===== src/rtl/boot_rom_arbiter_pkg.sv =====
// Shared SoC definitions for the boot ROM path: requester ids, the in-flight
// tracking entry and the ROM window base address.
package boot_rom_arbiter_pkg;

    localparam logic [31:0] BOOT_ROM_BASE = 32'h0000_0000;

    typedef enum logic {
        PORT_IF = 1'b0,
        PORT_D  = 1'b1
    } port_id_t;

    typedef struct packed {
        logic     valid;
        port_id_t port;
        logic     err;
    } inflight_t;

endpackage


===== src/rtl/boot_rom_arbiter_if.sv =====
// Core-side fetch/load request channels plus the ROM primitive pins.
// slave = the arbiter, master = the surrounding core and ROM.
interface boot_rom_arbiter_if #(
    parameter int unsigned ADDR_W = 10
);
    logic              if_req;
    logic [31:0]       if_addr;
    logic              if_gnt;
    logic              if_rvalid;
    logic [31:0]       if_rdata;
    logic              if_err;

    logic              d_req;
    logic [31:0]       d_addr;
    logic              d_gnt;
    logic              d_rvalid;
    logic [31:0]       d_rdata;
    logic              d_err;

    logic              rom_ce;
    logic              rom_oce;
    logic [ADDR_W-1:0] rom_ad;
    logic [31:0]       rom_dout;

    modport slave (
        input  if_req, if_addr, d_req, d_addr, rom_dout,
        output if_gnt, if_rvalid, if_rdata, if_err,
        output d_gnt, d_rvalid, d_rdata, d_err,
        output rom_ce, rom_oce, rom_ad
    );

    modport master (
        output if_req, if_addr, d_req, d_addr, rom_dout,
        input  if_gnt, if_rvalid, if_rdata, if_err,
        input  d_gnt, d_rvalid, d_rdata, d_err,
        input  rom_ce, rom_oce, rom_ad
    );
endinterface


===== src/rtl/boot_rom_arbiter_rr_arbiter2.sv =====
// Two-requester round-robin arbiter; on conflict the port not granted last wins.
module rr_arbiter2
    import boot_rom_arbiter_pkg::*;
(
    input  logic clk,
    input  logic reset,
    input  logic req_a,
    input  logic req_b,
    output logic gnt_a,
    output logic gnt_b
);

    port_id_t last_grant;

    always_comb begin
        gnt_a = 1'b0;
        gnt_b = 1'b0;
        if (!reset) begin
            if (req_a && (!req_b || last_grant == PORT_D)) gnt_a = 1'b1;
            else if (req_b)                                gnt_b = 1'b1;
        end
    end

    always_ff @(posedge clk) begin
        if (reset)      last_grant <= PORT_D;
        else if (gnt_a) last_grant <= PORT_IF;
        else if (gnt_b) last_grant <= PORT_D;
    end

endmodule


===== src/rtl/boot_rom_arbiter.sv =====
// Shares the single-port boot ROM between fetch and load ports: decode,
// round-robin issue, and in-order fixed-latency response routing.
module boot_rom_arbiter
    import boot_rom_arbiter_pkg::*;
#(
    parameter int unsigned ADDR_W     = 10,
    parameter logic [31:0] BASE_ADDR  = BOOT_ROM_BASE,
    parameter int unsigned RD_LATENCY = 1
) (
    input logic              clk,
    input logic              reset,
    boot_rom_arbiter_if.slave bus
);

    localparam logic [31:0] ROM_BYTES = 32'd4 << ADDR_W;

    logic        gnt_if;
    logic        gnt_d;
    logic        accept;
    logic [31:0] sel_addr;
    logic [31:0] offset;
    logic        ok;
    inflight_t   push;
    inflight_t   tail;
    logic        resp_v;
    logic        rv_if;
    logic        rv_d;
    inflight_t   pipe [RD_LATENCY];

    rr_arbiter2 u_arb (
        .clk   (clk),
        .reset (reset),
        .req_a (bus.if_req),
        .req_b (bus.d_req),
        .gnt_a (gnt_if),
        .gnt_b (gnt_d)
    );

    // Wrapping subtraction makes addresses below the base fall out of range.
    always_comb begin
        accept     = gnt_if | gnt_d;
        sel_addr   = gnt_d ? bus.d_addr : bus.if_addr;
        offset     = sel_addr - BASE_ADDR;
        ok         = accept && (offset < ROM_BYTES) && (sel_addr[1:0] == 2'b00);
        push.valid = accept;
        push.port  = gnt_d ? PORT_D : PORT_IF;
        push.err   = accept && !ok;
    end

    always_comb begin
        bus.if_gnt = gnt_if;
        bus.d_gnt  = gnt_d;
        bus.rom_ce = ok;
        bus.rom_ad = ok ? offset[ADDR_W+1:2] : '0;
    end

    always_ff @(posedge clk) begin
        if (reset) begin
            for (int unsigned i = 0; i < RD_LATENCY; i++) pipe[i] <= '0;
        end else begin
            pipe[0] <= push;
            for (int unsigned i = 1; i < RD_LATENCY; i++) pipe[i] <= pipe[i-1];
        end
    end

    if (RD_LATENCY == 1) begin : g_bypass
        always_comb bus.rom_oce = bus.rom_ce;
    end else begin : g_pipelined
        always_comb bus.rom_oce = pipe[0].valid && !pipe[0].err && !reset;
    end

    always_comb begin
        tail          = pipe[RD_LATENCY-1];
        resp_v        = tail.valid && !reset;
        rv_if         = resp_v && (tail.port == PORT_IF);
        rv_d          = resp_v && (tail.port == PORT_D);
        bus.if_rvalid = rv_if;
        bus.if_err    = rv_if && tail.err;
        bus.if_rdata  = (rv_if && !tail.err) ? bus.rom_dout : '0;
        bus.d_rvalid  = rv_d;
        bus.d_err     = rv_d && tail.err;
        bus.d_rdata   = (rv_d && !tail.err) ? bus.rom_dout : '0;
    end

endmodule


===== src/flat_wrapper.sv =====
// flat-port wrapper written by rule: the top's interface ports become plain ports
module boot_rom_arbiter_flat import boot_rom_arbiter_pkg::*;
#(
    parameter int unsigned ADDR_W     = 10,
    parameter logic [31:0] BASE_ADDR  = BOOT_ROM_BASE,
    parameter int unsigned RD_LATENCY = 1
)
  (clk, reset, bus_if_req, bus_if_addr, bus_d_req, bus_d_addr, bus_rom_dout, bus_if_gnt, bus_if_rvalid, bus_if_rdata, bus_if_err, bus_d_gnt, bus_d_rvalid, bus_d_rdata, bus_d_err, bus_rom_ce, bus_rom_oce, bus_rom_ad);
  boot_rom_arbiter_if #(.ADDR_W(ADDR_W)) bus_i ();
  input logic clk;
  input logic reset;
  input wire logic [$bits(bus_i.if_req)-1:0] bus_if_req;
  input wire logic [$bits(bus_i.if_addr)-1:0] bus_if_addr;
  input wire logic [$bits(bus_i.d_req)-1:0] bus_d_req;
  input wire logic [$bits(bus_i.d_addr)-1:0] bus_d_addr;
  input wire logic [$bits(bus_i.rom_dout)-1:0] bus_rom_dout;
  output wire logic [$bits(bus_i.if_gnt)-1:0] bus_if_gnt;
  output wire logic [$bits(bus_i.if_rvalid)-1:0] bus_if_rvalid;
  output wire logic [$bits(bus_i.if_rdata)-1:0] bus_if_rdata;
  output wire logic [$bits(bus_i.if_err)-1:0] bus_if_err;
  output wire logic [$bits(bus_i.d_gnt)-1:0] bus_d_gnt;
  output wire logic [$bits(bus_i.d_rvalid)-1:0] bus_d_rvalid;
  output wire logic [$bits(bus_i.d_rdata)-1:0] bus_d_rdata;
  output wire logic [$bits(bus_i.d_err)-1:0] bus_d_err;
  output wire logic [$bits(bus_i.rom_ce)-1:0] bus_rom_ce;
  output wire logic [$bits(bus_i.rom_oce)-1:0] bus_rom_oce;
  output wire logic [$bits(bus_i.rom_ad)-1:0] bus_rom_ad;
  assign bus_i.if_req = bus_if_req;
  assign bus_i.if_addr = bus_if_addr;
  assign bus_i.d_req = bus_d_req;
  assign bus_i.d_addr = bus_d_addr;
  assign bus_i.rom_dout = bus_rom_dout;
  assign bus_if_gnt = bus_i.if_gnt;
  assign bus_if_rvalid = bus_i.if_rvalid;
  assign bus_if_rdata = bus_i.if_rdata;
  assign bus_if_err = bus_i.if_err;
  assign bus_d_gnt = bus_i.d_gnt;
  assign bus_d_rvalid = bus_i.d_rvalid;
  assign bus_d_rdata = bus_i.d_rdata;
  assign bus_d_err = bus_i.d_err;
  assign bus_rom_ce = bus_i.rom_ce;
  assign bus_rom_oce = bus_i.rom_oce;
  assign bus_rom_ad = bus_i.rom_ad;
  boot_rom_arbiter #(.ADDR_W(ADDR_W), .BASE_ADDR(BASE_ADDR), .RD_LATENCY(RD_LATENCY)) u_core (.clk(clk), .reset(reset), .bus(bus_i));
endmodule

===== config.mk =====
export PLATFORM = sky130hd
export DESIGN_NAME = boot_rom_arbiter_flat
export DESIGN_NICKNAME = d
export VERILOG_FILES = /design/src/rtl/boot_rom_arbiter_pkg.sv /design/src/rtl/boot_rom_arbiter_if.sv /design/src/rtl/boot_rom_arbiter_rr_arbiter2.sv /design/src/rtl/boot_rom_arbiter.sv /design/src/flat_wrapper.sv
export SDC_FILE = /design/constraint.sdc
export NUM_CORES = 1
export LEC_CHECK = 0
export ABC_AREA = 0
export BUFFER_PORTS_ARGS = -buffer_cell sky130_fd_sc_hd__clkbuf_2
export CAP_MARGIN = 20
export CORE_AREA = 8 8 85 57
export CTS_CLUSTER_DIAMETER = 120
export DETAILED_ROUTE_END_ITERATION = 6
export DIE_AREA = 0 0 93 65
export GPL_ROUTABILITY_DRIVEN = 0
export PLACE_DENSITY = 0.85
export SLEW_MARGIN = 0
export SYNTH_ARGS = -nofsm -noshare
export SYNTH_HDL_FRONTEND = slang
export SYNTH_SLANG_ARGS = --single-unit

===== constraint.sdc =====
create_clock -name clk -period 2.4 [get_ports clk]
set_clock_uncertainty 0.15 [all_clocks]
set_input_delay 0.24 -clock clk [delete_from_list [all_inputs] [get_ports clk]]
set_output_delay 0.24 -clock clk [all_outputs]
set_load 0.1 [all_outputs]

==> results.py, run 1 <==
metrics = {
    "yosys": {
        "ys_ff_latch": 4,
        "yosysSeqAreaShare": 0.0811,
        "synth_edf_count": 0,
        "yosysUniqueCellTypes": 25,
        "synthCells": 150,
        "synth_top_flop_cell": "dfxtp_1",
        "ys_warn_count": 0,
        "syn_area_um2": 987,
        "ys_async_sr_fraction": 0,
        "syn_nets": 250,
        "synth_area_per_cell_um2": 6.58,
    },
    "timing": {
        "finalCritPeriodShare": 0.951,
        "setup-tns-final_ps": 0,
        "worst_pin_slew_ps": 648,
        "slew_headroom": 0.568,
        "finalCriticalPeriod_ps": 2280,
        "fmaxAchievable_mhz": 438,
        "rsz0062_at_grt": "no",
        "hold_viol": 0,
        "fin_ws_ps": 117,
        "setup-violations-final": 0,
        "slew_viol_final": 0,
    },
    "floorplanning": {
        "io_pins": 182,
        "rows": 17,
        "start_util": 0.280,
        "die_area_um2": 6050,
        "die_h_um": 65,
        "die_w_um": 93,
        "core-area_um2": 3530,
    },
    "route": {
        "post-route-drc-count": 0,
        "drt_wl_total_mm": 8.13,
        "via_count": 1809,
        "wl_per_cell_um": 21.9,
        "met1_length_mm": 3.13,
        "dr.max_layer_used": "met4",
        "first_iter_violations": 60,
        "wl_met3_um": 591,
        "vias_per_cell": 4.86,
        "ant_nets": 0,
        "firstDrtPassIters": 4,
        "wl_met2_mm": 4.34,
    },
    "clock_network": {
        "clk_pin_slew_ps": 30,
        "ctsRootBufferMaster": "clkbuf_8",
        "cts_tree": "yes",
        "cts_setup_buffers": 0,
        "clk_latency_ps": 210,
        "htreeDepth": 1,
        "cts_buffer_depth": 2,
        "ctsResizeCount": 0,
        "cts.sinks": 4,
        "cts_hold_buf": 0,
        "numCtsBuffers": 3,
    },
    "setup_path": {
        "critPathCaptureType": "output port",
        "cpPeakStageDelay_ps": 480,
        "path_cells": "nand2b_1 > nand3b_1 > o22a_1 > a21oi_4 > buf_12",
        "cpMaxStageDelayCell": "o22a_1",
        "worstPathRequired_ps": 2010,
        "worstSetupPathType": "flop to output port",
        "ff2ff_path_depth": 4,
        "arrival_ps": 1890,
        "startpoint_type": "flop",
        "worstPathMaxFanout": 11,
    },
    "grt": {
        "grtUsageTotal": 0.263,
        "grt_pass1_wl_mm": 12.4,
        "grt.overflow.total": 0,
        "first_global_vias": 2058,
        "grt_max_degree": 33,
        "antenna_found_initial": 0,
    },
    "placed_design": {
        "io_buffers": 181,
        "place_ws_ps": 307,
        "dp_hpwl_mm": 7.35,
    },
    "run_status": {
        "status": "complete, no violations",
    },
    "power": {
        "combinationalPowerShare": 0.681,
        "power.switching_uw": 316,
        "peakVddDrop_mv": 0.209,
        "leakage_uw": 0.00149,
        "power_frac_seq": 0.113,
        "powerDensity_nw_per_um2": 210,
        "p_int_uw": 357,
        "switching_share": 0.470,
        "clkPwrFrac": 0.206,
    },
    "layout": {
        "final_common_cell": "clkbuf_2",
        "nets": 427,
        "syn2layout_area_growth_pct": 226,
        "drive_gt1_frac": 0.812,
        "diodes": 0,
        "final_cell_mix": "clkbuf_2 (104), buf_12 (76), and2_2 (33)",
    },
    "min_path": {
        "min_path_cells": 3,
        "min_path_type": "primary input to flop",
    },
    "run": {
        "drv_cap": 0,
    },
}
[synth_stat cells (all sizes together) (2+ instances only)]
master | count | area [um2]
nor4 | 10 | 62.6
and4 | 2 | 17.5
nand3 | 20 | 100
clkbuf | 6 | 30.0
nand2 | 7 | 26.3
and2 | 66 | 413
dfxtp | 4 | 80.1
and2b | 2 | 15.0
a21oi | 11 | 88.8
buf | 6 | 53.8
nor2b | 2 | 12.5
nor2 | 2 | 7.51
nand2b | 2 | 12.5
inv | 3 | 11.3
[flip-flops by register name (all words and copies together), names as in the netlist]
signal,count
u_core.pipe,3
u_core.u_arb.last_grant,1
[metrics by stage]
stage	instances	utilization	hold WS (ps)	power, uW	instance area [um2]
5_1_grt	372	0.910	229	698	3210
6_report	372	0.910	212	673	3210
4_1_cts	372	0.910	196	675	3210
3_5_place_dp	369	0.899	377	534	3170
2_1_floorplan	150	-	191	328	1130
3_3_place_gp	369	0.899	339	518	3170
[power by group through the flow]
| stage | registers [uW] | clock network (uW) | logic, uW |
|---|---|---|---|
| final | 76.2 | 138 | 459 |
| after global routing | 76.5 | 146 | 476 |
| after CTS | 75.8 | 140 | 459 |
| after detailed placement | 76.8 | 0 | 457 |
| after global placement | 75.9 | 0 | 442 |
| after floorplan | 75.5 | 0 | 252 |
[final timing paths]
| kind | start | endpoint | slack, ps |
|---|---|---|---|
| setup / recovery | u_core.u_arb.last_grant | bus_rom_oce | 120 |
| hold / removal | bus_d_req | u_core.u_arb.last_grant | 210 |
| setup reg to reg | u_core.u_arb.last_grant | u_core.pipe[0][0] | 1120 |
| hold reg to reg | u_core.u_arb.last_grant | u_core.u_arb.last_grant | 480 |
[final cells by class]
class,instances,area (um2)
multi-input combinational,131,951
tap,47,58.8
fill,148,317
clock buffer,3,41.3
timing repair buffer,184,2070
inverter,3,11.3
sequential,4,80.1
[layer usage]
| layer | vias to the layer above | track usage |
|---|---|---|
| met3 | 6 | 0.0552 |
| li1 | 853 | - |
| met5 | - | 0 |
| met1 | 839 | 0.296 |
| met2 | 111 | 0.504 |
| met4 | 0 | 0.0359 |
[logic make-up (layout without fill, tap and decap cells)]
logic type | count (synthesis) | after routing | share of synthesized area
simple gates | 116 | 116 | 0.705
buf+inv | 15 | 190 | 0.0963
flops | 4 | 4 | 0.0811
compound gates | 15 | 15 | 0.118
[critical path, delay by kind of cell (launching register included)]
family	cells	cell delay, ps
DFF	1	360
AOI/OAI and AO/OA	2	770
buffers and inverters	1	210
and+or+nand+nor	2	320
(Power assumes the default switching activity.)
==> run 2, diff against run 1 <==
CORE_AREA = 8 8 68 70   (was 8 8 85 57)
DIE_AREA = 0 0 76 78   (was 0 0 93 65)
==> results.py, run 2 (synthesis results as in run 1) <==
metrics = {
    "placed_design": {
        "dp.cells": 370,
        "dp_hpwl_mm": 7.07,
        "io_buffers": 181,
    },
    "floorplanning": {
        "io_pins": 182,
        "die_w_um": 76,
        "start_util": 0.278,
        "core-area_um2": 3550,
        "die_area_um2": 5930,
        "die_h_um": 78,
        "rows": 22,
    },
    "route": {
        "firstDrtPassIters": 4,
        "post-route-drc-count": 0,
        "first_iter_violations": 83,
        "wl_per_cell_um": 20.8,
        "drt_wl_total_mm": 7.77,
        "ant_nets": 0,
        "via_count": 1822,
        "vias_per_cell": 4.88,
    },
    "clock_network": {
        "ctsResizeCount": 0,
        "clk_latency_ps": 230,
        "clk_pin_slew_ps": 40,
        "htreeDepth": 1,
        "cts.sinks": 4,
        "cts_hold_buf": 0,
        "numCtsBuffers": 3,
        "cts_setup_buffers": 0,
        "ctsRootBufferMaster": "clkbuf_4",
        "cts_buffer_depth": 2,
        "cts_tree": "yes",
    },
    "setup_path": {
        "critPathCaptureType": "output port",
        "path_cells": "nand2b_1 > nand3b_1 > o22a_1 > a21oi_4 > buf_12",
        "startpoint_type": "flop",
        "critPathTopFamily": "compound AO/OA/AOI/OAI gates",
        "arrival_ps": 1850,
        "worstSetupPathType": "flop to output port",
        "worstPathMaxFanout": 11,
        "cpPeakStageDelay_ps": 480,
        "path_buf_inv": 1,
        "worstPathRequired_ps": 2010,
        "cpMaxStageDelayCell": "o22a_1",
    },
    "power": {
        "finalPower_uw": 617,
        "peakVddDrop_mv": 0.191,
        "leakage_uw": 0.00148,
        "powerDensity_nw_per_um2": 193,
    },
    "timing": {
        "setup-violations-final": 0,
        "fmaxAchievable_mhz": 446,
        "hold_viol": 0,
        "worst_pin_slew_ps": 646,
        "slew_headroom": 0.569,
        "rsz0062_at_grt": "no",
        "finalCriticalPeriod_ps": 2240,
        "finalCritPeriodShare": 0.935,
        "slew_viol_final": 0,
        "setup-tns-final_ps": 0,
    },
    "layout": {
        "diodes": 0,
        "stdcell_count": 373,
        "final_common_cell": "clkbuf_2",
        "drive_gt1_frac": 0.812,
        "final_cell_mix": "clkbuf_2 (104), buf_12 (76), and2_2 (33)",
        "largest_reg_flops": 3,
        "top_regs": "u_core.pipe (3), u_core.u_arb.last_grant (1)",
        "syn2layout_area_growth_pct": 224,
        "top_register": "u_core.pipe",
        "nets": 427,
    },
    "run": {
        "drv_cap": 0,
    },
    "grt": {
        "first_global_vias": 2040,
        "grt_pass1_wl_mm": 11.8,
        "grt.overflow.total": 0,
        "grt_max_degree": 33,
        "antenna_found_initial": 0,
        "grtUsageTotal": 0.249,
    },
    "min_path": {
        "min_path_type": "primary input to flop",
    },
    "run_status": {
        "status": "complete, no violations",
    },
}
## run 2: cell counts in the layout (fill, tap and decap cells not counted)
Identical to the previous run, type by type.
## run 2: per-stage QoR
stage	util	instance area, um2	hold WS, ps	worst slack (ps)
after detailed placement	0.894	3170	357	271
after global placement	0.894	3170	334	301
after global routing	0.900	3200	166	60.7
final	0.900	3200	125	155
after CTS	0.900	3200	125	164
after floorplan	-	1130	191	17.8
## run 2: metal layers
layer,GRT usage,vias to the layer above,wire length [um]
li1,-,855,-
met1,0.265,839,2950
met2,0.469,124,4090
met3,0.0737,4,655
met4,0.0529,0,69
met5,0,-,0
## run 2: cell type report
class                   instances  area, um2
clock buffers                   3       22.5
inverters                       3       11.3
flip-flops and latches          4       80.1
multi-input cells             131        951
well taps                      48       60.1
repair buffers                184       2070
fillers                       164        354
## run 2: final timing paths
kind                           start                      end  slack [ps]  depth (start not counted)
max          u_core.u_arb.last_grant               bus_rom_ce         160                          5
min                        bus_d_req  u_core.u_arb.last_grant         120                          3
max reg2reg  u_core.u_arb.last_grant        u_core.pipe[0][0]        1220                          4
min reg2reg  u_core.u_arb.last_grant  u_core.u_arb.last_grant         390                          2
## run 2: tightest hold or removal path: cells and delay by family
family                 cells  cell delay (ps)
buffers and inverters      1               90
AND/OR/NAND/NOR            1               70
AO/OA/AOI/OAI              1               70
## run 2: where the power goes
part	switching [uW]	internal [uW]	leakage (uW)
combinational	278	178	0.00144
clock	29.0	56.1	0.0000138
sequential	4.16	72.0	0.0000334
total	311	306	0.00148
